===== config.mk =====
export PLATFORM = sky130hd
export DESIGN_NAME = sl_event_scheduler
export DESIGN_NICKNAME = d
export VERILOG_FILES = /design/src/rtl/sl_fifo_pkg.sv /design/src/rtl/sl_rr_pick.sv /design/src/rtl/sl_event_scheduler.sv
export SDC_FILE = /design/constraint.sdc
export NUM_CORES = 1
export LEC_CHECK = 0
export ABC_AREA = 1
export CORE_ASPECT_RATIO = 0.6
export CORE_MARGIN = 2
export CORE_UTILIZATION = 33
export CTS_BUF_LIST = sky130_fd_sc_hd__clkbuf_4
export DETAILED_ROUTE_END_ITERATION = 7
export PLACE_DENSITY = 0.86
export RECOVER_POWER = 25
export SLEW_MARGIN = 10
export SYNTH_ARGS = -nofsm -noshare
export SYNTH_HDL_FRONTEND = slang
export SYNTH_SLANG_ARGS = --single-unit

===== constraint.sdc =====
create_clock -name clk -period 2.9 [get_ports clk]
set_clock_uncertainty 0.05 [all_clocks]
set_input_delay 0.58 -clock clk [delete_from_list [all_inputs] [get_ports clk]]
set_output_delay 0.58 -clock clk [all_outputs]
set_load 0.01 [all_outputs]

===== src/rtl/sl_fifo_pkg.sv =====
// Shared encodings for the outbound 34-bit FIFO word: modifiers, field positions,
// scheduler FSM states and the CHANNEL payload packer.
package sl_fifo_pkg;

  localparam int HMB = 33;
  localparam int LMB = 32;

  localparam logic [1:0] MOD_CONFIG  = 2'd0;
  localparam logic [1:0] MOD_DATA    = 2'd1;
  localparam logic [1:0] MOD_STATUS  = 2'd2;
  localparam logic [1:0] MOD_CHANNEL = 2'd3;

  localparam int CFG_W      = 16;
  localparam int DATA_W     = 32;
  localparam int CH_RX_BIT  = 0;
  localparam int CH_IDX_LSB = 1;

  localparam int ST_IDLE    = 0;
  localparam int ST_SEND_CH = 1;
  localparam int ST_SEND_PL = 2;

  typedef enum logic [2:0] {
    IDLE    = 3'(1 << ST_IDLE),
    SEND_CH = 3'(1 << ST_SEND_CH),
    SEND_PL = 3'(1 << ST_SEND_PL)
  } sched_state_e;

  // Channel index sits above the RX/TX direction bit.
  function automatic logic [DATA_W-1:0] pack_channel(input logic [DATA_W-2:0] idx,
                                                     input logic rx);
    return {idx, rx};
  endfunction

endpackage


===== src/rtl/sl_rr_pick.sv =====
// Combinational round-robin picker: first set request at or after the pointer,
// wrapping at N, returned both one-hot and as an index.
module sl_rr_pick #(
  parameter int N     = 2,
  parameter int PTR_W = 1
) (
  input  logic [N-1:0]     req,
  input  logic [PTR_W-1:0] ptr,
  output logic [N-1:0]     grant,
  output logic [PTR_W-1:0] idx,
  output logic             any
);

  localparam int SW = PTR_W + 1;

  logic [SW-1:0]    sum;
  logic [PTR_W-1:0] pos;

  // Walk offsets from the pointer; ptr < N so one subtraction handles the wrap.
  always_comb begin
    grant = '0;
    idx   = '0;
    any   = 1'b0;
    sum   = '0;
    pos   = '0;
    for (int i = 0; i < N; i++) begin
      sum = {1'b0, ptr} + SW'(i);
      if (sum >= SW'(N)) sum = sum - SW'(N);
      pos = sum[PTR_W-1:0];
      if (!any && req[pos]) begin
        any        = 1'b1;
        grant[pos] = 1'b1;
        idx        = pos;
      end
    end
  end

endmodule


===== src/rtl/sl_event_scheduler.sv =====
// Round-robin scheduler funnelling TX/RX channel change events into the outbound
// FIFO as an optional CHANNEL word followed by one payload word per ring visit.
module sl_event_scheduler
  import sl_fifo_pkg::*;
#(
  parameter int TX_COUNT = 1,
  parameter int RX_COUNT = 1
) (
  input  logic                    clk,
  input  logic                    rst,
  input  logic                    fifo_write_full,
  output logic [33:0]             fifo_write_data,
  output logic                    fifo_write_inc,
  input  logic [TX_COUNT-1:0]     tx_config_changed,
  input  logic [TX_COUNT-1:0]     tx_status_changed,
  input  logic [16*TX_COUNT-1:0]  tx_rd_config,
  input  logic [TX_COUNT-1:0]     tx_rd_status,
  output logic [2*TX_COUNT-1:0]   tx_event_ack,
  input  logic [RX_COUNT-1:0]     rx_config_changed,
  input  logic [RX_COUNT-1:0]     rx_status_changed,
  input  logic [RX_COUNT-1:0]     rx_data_changed,
  input  logic [16*RX_COUNT-1:0]  rx_rd_config,
  input  logic [RX_COUNT-1:0]     rx_rd_status,
  input  logic [32*RX_COUNT-1:0]  rx_rd_data,
  output logic [3*RX_COUNT-1:0]   rx_event_ack
);

  localparam int MAX_CH = (TX_COUNT > RX_COUNT) ? TX_COUNT : RX_COUNT;
  localparam int IDX_W  = (MAX_CH > 1) ? $clog2(MAX_CH) : 1;
  localparam int N      = TX_COUNT + RX_COUNT;
  localparam int PTR_W  = $clog2(N);

  logic [N-1:0]     cfg_vec, st_vec, dat_vec, req_vec, flag_vec;
  logic [N-1:0]     pick_oh;
  logic [PTR_W-1:0] pick_idx;
  logic             pick_any;
  logic [1:0]       pick_ev;

  sched_state_e     state_q, state_d;
  logic [PTR_W-1:0] grant_q, grant_d, last_ch_q, last_ch_d, rr_q, rr_d;
  logic [N-1:0]     grant_oh_q, grant_oh_d;
  logic [1:0]       event_q, event_d;
  logic             last_vld_q, last_vld_d;

  logic             live, ack_fire, grant_is_rx;
  logic [IDX_W-1:0] ch_idx;
  logic [31:0]      payload;

  assign cfg_vec = {rx_config_changed, tx_config_changed};
  assign st_vec  = {rx_status_changed, tx_status_changed};
  assign dat_vec = {rx_data_changed, {TX_COUNT{1'b0}}};
  assign req_vec = cfg_vec | st_vec | dat_vec;

  sl_rr_pick #(.N(N), .PTR_W(PTR_W)) u_pick (
    .req   (req_vec),
    .ptr   (rr_q),
    .grant (pick_oh),
    .idx   (pick_idx),
    .any   (pick_any)
  );

  assign pick_ev  = (|(pick_oh & dat_vec)) ? MOD_DATA :
                    (|(pick_oh & cfg_vec)) ? MOD_CONFIG : MOD_STATUS;
  assign flag_vec = (event_q == MOD_DATA)   ? dat_vec :
                    (event_q == MOD_CONFIG) ? cfg_vec : st_vec;
  // A flag that drops while granted abandons the payload.
  assign live     = |(grant_oh_q & flag_vec);

  assign grant_is_rx = (grant_q >= PTR_W'(TX_COUNT));
  assign ch_idx      = grant_is_rx ? IDX_W'(grant_q - PTR_W'(TX_COUNT)) : IDX_W'(grant_q);

  always_comb begin
    payload = '0;
    for (int i = 0; i < TX_COUNT; i++) begin
      if (grant_q == PTR_W'(i)) begin
        payload = (event_q == MOD_CONFIG) ? {16'h0, tx_rd_config[16*i +: CFG_W]}
                                          : {31'h0, tx_rd_status[i]};
      end
    end
    for (int i = 0; i < RX_COUNT; i++) begin
      if (grant_q == PTR_W'(TX_COUNT + i)) begin
        if (event_q == MOD_DATA)        payload = rx_rd_data[32*i +: DATA_W];
        else if (event_q == MOD_CONFIG) payload = {16'h0, rx_rd_config[16*i +: CFG_W]};
        else                            payload = {31'h0, rx_rd_status[i]};
      end
    end
  end

  always_comb begin
    state_d         = state_q;
    grant_d         = grant_q;
    grant_oh_d      = grant_oh_q;
    event_d         = event_q;
    last_ch_d       = last_ch_q;
    last_vld_d      = last_vld_q;
    rr_d            = rr_q;
    fifo_write_data = '0;
    fifo_write_inc  = 1'b0;
    ack_fire        = 1'b0;
    case (state_q)
      IDLE: begin
        if (pick_any) begin
          grant_d    = pick_idx;
          grant_oh_d = pick_oh;
          event_d    = pick_ev;
          state_d    = (!last_vld_q || pick_idx != last_ch_q) ? SEND_CH : SEND_PL;
        end
      end
      SEND_CH: begin
        fifo_write_data[HMB:LMB]   = MOD_CHANNEL;
        fifo_write_data[LMB-1:0]   = pack_channel(31'(ch_idx), grant_is_rx);
        if (!fifo_write_full) begin
          fifo_write_inc = 1'b1;
          last_ch_d      = grant_q;
          last_vld_d     = 1'b1;
          state_d        = SEND_PL;
        end
      end
      SEND_PL: begin
        fifo_write_data[HMB:LMB] = event_q;
        fifo_write_data[LMB-1:0] = payload;
        if (!live) begin
          state_d = IDLE;
        end else if (!fifo_write_full) begin
          fifo_write_inc = 1'b1;
          ack_fire       = 1'b1;
          rr_d           = (grant_q == PTR_W'(N - 1)) ? '0 : grant_q + PTR_W'(1);
          state_d        = IDLE;
        end
      end
      default: state_d = IDLE;
    endcase
  end

  always_comb begin
    tx_event_ack = '0;
    rx_event_ack = '0;
    for (int i = 0; i < TX_COUNT; i++) begin
      tx_event_ack[2*i]   = ack_fire & grant_oh_q[i] & (event_q == MOD_CONFIG);
      tx_event_ack[2*i+1] = ack_fire & grant_oh_q[i] & (event_q == MOD_STATUS);
    end
    for (int i = 0; i < RX_COUNT; i++) begin
      rx_event_ack[3*i]   = ack_fire & grant_oh_q[TX_COUNT+i] & (event_q == MOD_DATA);
      rx_event_ack[3*i+1] = ack_fire & grant_oh_q[TX_COUNT+i] & (event_q == MOD_CONFIG);
      rx_event_ack[3*i+2] = ack_fire & grant_oh_q[TX_COUNT+i] & (event_q == MOD_STATUS);
    end
  end

  always_ff @(posedge clk) begin
    if (rst) begin
      state_q    <= IDLE;
      grant_q    <= '0;
      grant_oh_q <= '0;
      event_q    <= MOD_CONFIG;
      last_ch_q  <= '0;
      last_vld_q <= 1'b0;
      rr_q       <= '0;
    end else begin
      state_q    <= state_d;
      grant_q    <= grant_d;
      grant_oh_q <= grant_oh_d;
      event_q    <= event_d;
      last_ch_q  <= last_ch_d;
      last_vld_q <= last_vld_d;
      rr_q       <= rr_d;
    end
  end

endmodule


# ---- Word-level counts from Yosys, hierarchy flattened
# Cells that the tools add are included.
# Widths: inputs -> output; s select.
dict set report classes {
  muxes 37
  n_eq_ne 9
  reduce_logical 14
  div_mod_pow 0
  n_mul 0
  bitwise 14
  magnitude_cmp 7
  n_addsub 5
  shift 0
}
# cell count
set ops {}
lappend ops {{$pmux 34 s2} 1}
lappend ops {{$mux 32} 2}
lappend ops {{$mux 16} 2}
lappend ops {{$mux 1} 17}
lappend ops {{$mux 3} 5}
lappend ops {{$mux 2} 6}
lappend ops {{$pmux 3 s3} 1}
lappend ops {{$and 1x1->1} 7}
lappend ops {{$and 2x2->2} 3}
lappend ops {{$or 2x2->2} 3}
lappend ops {{$reduce_and 3->1} 2}
lappend ops {{$reduce_or 2->1} 3}
lappend ops {{$lt 1x2->1 const B} 2}
lappend ops {{$ne 2x2->1 const B} 2}
lappend ops {{$reduce_and 2->1} 2}
lappend ops {{$eq 3x1->1 const B} 1}
lappend ops {{$eq 3x2->1 const B} 1}
lappend ops {{$eq 3x3->1 const B} 1}
lappend ops {{$ge 1x1->1 const B} 3}
lappend ops {{$logic_and 1x1->1} 3}
lappend ops {{$ne 3x3->1 const B} 1}
lappend ops {{$sub 1x1->1 const B} 3}
lappend ops {{$add 1x1->2 const B} 1}
lappend ops {{$demux 1 s1} 2}
lappend ops {{11 further kinds} 12}
dict set report totals {
  n_memories 0
  mem_bits_ro 0
  ff_bits 11
  mem_bits_rw 0
  latchBits 0
  input_bits 74
}

# ---- Longest topological paths before layout
# Gate-level depths: netlist (run 1).
dict set report logic_depth {
  ltp_word 13
  ltp_mapped 11
  mapped_depth_nobuf 10
}

# ---- Cells and area by module
# From an unflattened synthesis (run 1), not the netlist that was laid out.
dict set report hier_totals {
  cells_unflattened 204
  area_unflattened_um2 1213.7
}
# module cells_each n_inst seq_area_each_um2 area_per_inst_um2
set modules_own_cells {}
lappend modules_own_cells {sl_event_scheduler 197 1 220.2 1183.6}
lappend modules_own_cells {sl_rr_pick 7 1 0.0 30.0}

# ---- Least setup slack after synthesis (run 1)
# No wires, ideal clock.
dict set report synth_path {
  path_kind {input-to-output}
  startpoint {in tx_status_changed}
  endpoint {out tx_event_ack[1]}
  path_slack_ns 1.019
  cell_stages 8
  t_required_ns 2.270
  t_arrival_ns 1.251
  path_cell_list {inv_1 o21ai_1 nand2_1 nand2_2 nand3_2 inv_2 nand2_1 nor3_2}
}
dict set report synth_between {
  elab_chain_cells 8
}
# element line_no
set synth_rtl {}
lappend synth_rtl {{start: declaration} sl_event_scheduler.sv:15} ;# input logic [TX_COUNT-1:0] tx_status_changed,
lappend synth_rtl {{$mux 2} sl_event_scheduler.sv:65} ;# (event_q == MOD_CONFIG) ? cfg_vec : st_vec;
lappend synth_rtl {{$mux 2} sl_event_scheduler.sv:64} ;# assign flag_vec = (event_q == MOD_DATA) ? dat_vec :
lappend synth_rtl {{$and 2x2->2} sl_event_scheduler.sv:67} ;# assign live = |(grant_oh_q & flag_vec);
lappend synth_rtl {{$reduce_or 2->1} sl_event_scheduler.sv:67}
lappend synth_rtl {{$mux 1} sl_event_scheduler.sv:122} ;# if (!live) begin
lappend synth_rtl {{$mux 1} sl_event_scheduler.sv:100} ;# case (state_q)
lappend synth_rtl {{$and 1x1->1 (2 in series)} sl_event_scheduler.sv:140} ;# tx_event_ack[2*i+1] = ack_fire & grant_oh_q[i] & (event_q == MOD_STATUS);
lappend synth_rtl {{end: declaration} sl_event_scheduler.sv:18} ;# output logic [2*TX_COUNT-1:0] tx_event_ack,
# No other way between the ends.

# ---- Worst setup path after layout (run 1)
dict set report layout_path {
  startpoint {in rx_data_changed}
  endpoint {out fifo_write_inc}
}
dict set report layout_between {
  elab_chain_cells 5
}
# element line_no
set layout_rtl {}
lappend layout_rtl {{start: declaration} sl_event_scheduler.sv:21} ;# input logic [RX_COUNT-1:0] rx_data_changed,
lappend layout_rtl {{$mux 2} sl_event_scheduler.sv:64}
lappend layout_rtl {{$and 2x2->2} sl_event_scheduler.sv:67}
lappend layout_rtl {{$reduce_or 2->1} sl_event_scheduler.sv:67}
lappend layout_rtl {{$mux 1} sl_event_scheduler.sv:122}
lappend layout_rtl {{$pmux 1 s2} sl_event_scheduler.sv:100}
lappend layout_rtl {{end: declaration} sl_event_scheduler.sv:13} ;# output logic fifo_write_inc,
# No other way between the ends.

==> results of run 1 <==
-- logic make-up (layout without fill, tap and decap cells) --
kind of cell,count (synthesis),count (layout)
simple gates,110,110
compound gates,48,48
buf+inv,35,148
flops,11,11
-- final cells by class --
class	instances	area, sq um	area share
Timing Repair Buffer	122	1210	0.505
Multi-Input combinational cell	158	791	0.331
Sequential cell	11	220	0.0921
Inverter	22	86.3	0.0361
Tap cell	45	56.3	0.0235
Clock buffer	4	30.0	0.0126
-- tightest hold or removal path, stage by stage, from the launching register on --
cell     delay, ns
dfxtp_1       0.32
inv_1         0.05
a21oi_1       0.05
-- how the worst max path moves through the flow --
stage	to	slack, ns	cells after the start
floorplan	tx_event_ack[1]	1.02	8
global placement	tx_event_ack[1]	0.03	10
detailed placement	tx_event_ack[1]	0.01	10
CTS	rx_event_ack[2]	0.01	10
global route	fifo_write_data[0]	0.001	7
finish	fifo_write_inc	0.1	9
-- registers in the layout, summed over array words and instances, names as in the netlist --
signal and flops:
event_q 2, grant_oh_q 2, grant_q 1, last_ch_q 1, last_vld_q 1, rr_q 1
state_q 3
-- cell usage after synthesis (all sizes together) --
| library cell | number | area, sq um |
|---|---|---|
| nand2 | 50 | 193 |
| nor2 | 24 | 97.6 |
| o21ai | 7 | 35.0 |
| a21oi | 25 | 125 |
| inv | 21 | 78.8 |
| clkinv | 1 | 3.75 |
| clkbuf | 1 | 3.75 |
| a221oi | 15 | 131 |
| nand3 | 16 | 85.1 |
| buf | 12 | 70.1 |
| dfxtp | 11 | 220 |
| o22ai | 1 | 6.26 |
| nor3 | 20 | 115 |
-- routing by layer --
layer / up-vias / GRT usage / wire length [um]
li1: 922 / - / -
met1: 822 / 0.301 / 2070
met2: 87 / 0.372 / 2120
met3: 2 / 0.0916 / 571
met4: 0 / 0.0226 / 14
met5: - / 0 / 0
-- report_power, final --
group | total [mW] | internal, mW | leakage [nW] | switching (mW)
sequential | 0.202 | 0.174 | 0.0902 | 0.0280
clock | 0.114 | 0.0626 | 0.0184 | 0.0512
combinational | 0.401 | 0.189 | 0.857 | 0.213
total | 0.717 | 0.425 | 0.966 | 0.292
-- stage by stage --
stage / util / std cells / power, mW / worst slack [ns] / hold slack (ns)
2_1_floorplan: - / 204 / 0.434 / 1.02 / 0.380
3_3_place_gp: 0.706 / 358 / 0.593 / 0.0332 / 0.394
3_5_place_dp: 0.706 / 358 / 0.600 / 0.00989 / 0.400
4_1_cts: 0.715 / 362 / 0.712 / 0.0124 / 0.411
5_1_grt: 0.720 / 362 / 0.771 / 0.00123 / 0.457
6_report: 0.720 / 362 / 0.717 / 0.0975 / 0.415
==> run summary, run 1 <==
Sequential fraction of the synthesis area = 0.189
Worst slew margin = 0.696
GP Congestion = 0.838
DIE AREA = 4040 sq um
CP Capture Type = output port
CTS tree = yes
Reg-to-Reg Start = event_q[0]
Filler cell count = 294
Syn Std Cell Area = 1160 sq um
Cell count after synthesis = 204
P_leak = 0.966 nW
Max Clk Rate = 0.357 GHz
First-pass GRT wire length = 7500 um
WP buf/inv = 3
Crit path launch = rx_data_changed
Max-cap viol count = 0
Drt wl/cell = 13.2 um
Finished Cell Area = 2390 sq um
Most frequent cells in the layout = 106 x clkdlybuf4s50_1, 47 x nand2_1, 25 x a21oi_1
H-tree depth = 1
DR iter-0 viols = 66
Total global routing overflow = 0
Class of the worst hold path = reg2reg
Layout cells sized above 1 = 0.0820
Cell breakdown of the critical path = clkdlybuf4s50_1, nand3_1, nand3_1, nand2_1, nand2_2, nand3_2, buf_4, nand2_1, clkdlybuf4s50_1
Crit path arrival time = 2.17 ns
TritonCTS Sinks = 11
FF+latch count, synth = 11
Post_cts resized = 1
Worst Setup Path Type = in2out
Synth unique cells = 21
Hold EP = last_vld_q
Hold wc startpoint = last_vld_q
Hold Crit Depth = 2
Post-Synth XOR/XNOR Area = 0
All-Layer GR Usage = 0.231
RR Endpoint = state_q[2]
DRC Markers = 0
Finish-stage setup viols = 0
Final min period = 2.80 ns
Synth warn = 0
Mux cell area share after synthesis = 0
Worst-Margin Slew = 0.454 ns
DR vias/cell = 5.06
Crit-path max FO = 3
FP Rows = 16
Final period util = 0.966
Die width = 80.7 um
Vias in the first global route = 1620
Synth Net Count = 278
Clock slew at reported path FFs = 0.07 ns
I/O pin total = 114
Largest family of logic cells by synthesized area = simple AND/OR/NAND/NOR gates
Synth Area in Compound Gates = 0.256
ANT cells = 0
Fin Setup TNS = 0 ns
Family with the most delay on the worst path = buffers and inverters
Antenna violations before repair = 0
First-pass DRT Iterations = 4
Post-route ant nets = 0
Post-Synth Adder-Cell Area = 0
Final WL = 4780 um
Fin nets = 392
Clock root cell = clkbuf_4
Largest net degree at the start of global routing = 32
Syn_area_per_cell = 5.71 sq um
Worst path slowest cell = clkdlybuf4s50_1
DR vias = 1833
Slowest cell delay on critical path = 0.53 ns
Req. time, crit path = 2.27 ns
Dpl cell area = 2350 sq um
PwrDens = 300 nW/um^2
Setup bufs post-CTS = 0
RSZ-0062 raised after global routing = false
Die Span Y = 50.0 um
CTS Buf Count = 3
Simple-Gate Fraction of Synth Area = 0.421
Core footprint = 3320 sq um
Worst vdd ir = 0.247 mV
Pins Over Slew Limit = 0
CTS Buffer Depth = 2
Clock Latency Late Sink = 0.27 ns
Crit start category = primary input
Commonest non-fill, non-tap cell in the layout = clkdlybuf4s50_1
Synth-to-Final Area Change = 105%
R2R setup slack = 1.37 ns
Number of cells on the worst reg-to-reg path = 11
IO Port Bufs = 113
Detailed Place HPWL = 3840 um
Initial Util = 0.351
Final Hold Fails = 0
Hold_buf cts = 0
Status = completed
Power figures use the tool's default switching activity.
==> run 2, diff against run 1 <==
CORE_MARGIN = 4   (was 2)
MAX_ROUTING_LAYER = met4   (was unset)
==> run summary, run 2 (same netlist as run 1, synthesis figures left out) <==
IO Port Bufs = 113
Final Hold Slack = 0.407 ns
Layout cells sized above 1 = 0.0667
Clock root cell = clkbuf_4
Core footprint = 3320 sq um
Max-cap viol count = 0
Fin worst setup slack = 0.168 ns
Crit-path max FO = 16
Fin Setup TNS = 0 ns
Post-route ant nets = 0
All-Layer GR Usage = 0.207
H-tree depth = 1
Final WL = 5020 um
Synth-to-Final Area Change = 103%
Largest net degree at the start of global routing = 32
Worst Setup Path Type = reg2out
I/O pin total = 114
Fin nets = 390
CP Capture Type = output port
DR vias/cell = 5.08
Worst slew margin = 0.668
Hold_buf cts = 0
CTS Buf Count = 3
Total global routing overflow = 0
Pre-CTS setup slack = -0.0202 ns
Total power = 0.718 mW
FP Rows = 16
DIE AREA = 4580 sq um
Detailed Place HPWL = 4040 um
DRC Markers = 0
GP Congestion = 0.897
Status = completed
Die width = 84.7 um
Grt met1 use = 0.253
CTS Buffer Depth = 2
Max Clk Rate = 0.366 GHz
Final min period = 2.73 ns
Finish-stage setup viols = 0
Die Span Y = 54.0 um
ANT cells = 0
Worst vdd ir = 0.249 mV
Final period util = 0.942
Finished Cell Area = 2370 sq um
Clock slew at reported path FFs = 0.07 ns
TritonCTS Sinks = 11
DR vias = 1828
Met2 usage = 0.349
Most frequent cells in the layout = 105 x clkdlybuf4s50_1, 49 x nand2_1, 25 x a21oi_1
Crit path arrival time = 2.10 ns
Class of the worst hold path = reg2reg
P_leak = 0.944 nW
Drt wl/cell = 13.9 um
First-pass DRT Iterations = 4
Pins Over Slew Limit = 0
Dpl cell area = 2330 sq um
GR Util met3 = 0.0642
First-pass GRT wire length = 7500 um
Commonest non-fill, non-tap cell in the layout = clkdlybuf4s50_1
Filler cell count = 292
Antenna violations before repair = 0
Initial Util = 0.351
Final Hold Fails = 0
CTS tree = yes
Top Registers = state_q x3, event_q x2, grant_oh_q x2
Clock Latency Late Sink = 0.27 ns
Max reg flops = 3
Worst-Margin Slew = 0.498 ns
Vias in the first global route = 1620
Crit start category = flop
Reg with most FFs = state_q
DR iter-0 viols = 68
PwrDens = 303 nW/um^2
Req. time, crit path = 2.27 ns
GRT busiest layer = met2
-- run 2: changes by cell type in the layout (fill, tap and decap cells not counted), moves of 2 or more --
cell / delta
nand2_2: -2
dlygate4sd2_1: +2
nand2_1: +2
dlymetal6s2s_1: -2
buf_4: -3
-- run 2: area by class of cell --
cell class                 count  area [sq um]  share of cell area
sequential                    11           220              0.0929
multi-input combinational    158           786               0.332
inverter                      22          86.3              0.0364
tap                           45          56.3              0.0238
clock buffer                   4          30.0              0.0127
timing repair buffer         120          1190               0.503
-- run 2: worst max-delay path: stages, from the launching register on --
cell             delay [ns]
dfxtp_1                0.53
nand2_1                0.17
inv_2                  0.08
nand2_1                0.28
nor2_1                 0.22
clkdlybuf4s50_1        0.56
-- run 2: path summary, 6_finish.rpt --
kind / cells past startpoint / startpoint / endpoint / slack (ns)
max: 5 / event_q[0] / fifo_write_data[18] / 0.17
min: 2 / last_vld_q / last_vld_q / 0.41
max reg2reg: 11 / event_q[0] / state_q[2] / 1.38
min reg2reg: 2 / last_vld_q / last_vld_q / 0.41
-- run 2: metal layers --
metal,vias to the layer above,wire (um)
li1,923,-
met3,4,492
met2,91,2330
met5,-,0
met4,0,31
met1,810,2170
-- run 2: metrics by stage --
stage / std cells / utilization
3_3_place_gp: 356 / 0.701
6_report: 360 / 0.713
2_1_floorplan: 204 / -
4_1_cts: 360 / 0.709
5_1_grt: 360 / 0.713
3_5_place_dp: 356 / 0.701
-- run 2: power breakdown --
| group | leakage [nW] | internal [mW] | switching, mW | total [mW] |
|---|---|---|---|---|
| sequential | 0.0902 | 0.174 | 0.0277 | 0.201 |
| combinational | 0.835 | 0.190 | 0.212 | 0.402 |
| clock | 0.0184 | 0.0626 | 0.0515 | 0.114 |
| total | 0.944 | 0.426 | 0.291 | 0.718 |
-- run 2: repair_timing --
item / in CTS / in global routing
setup buffers: 0 / 0
endpoints found under the setup margin: 3 / 7
resized for setup: 3 / 5
pin swaps: 0 / 0
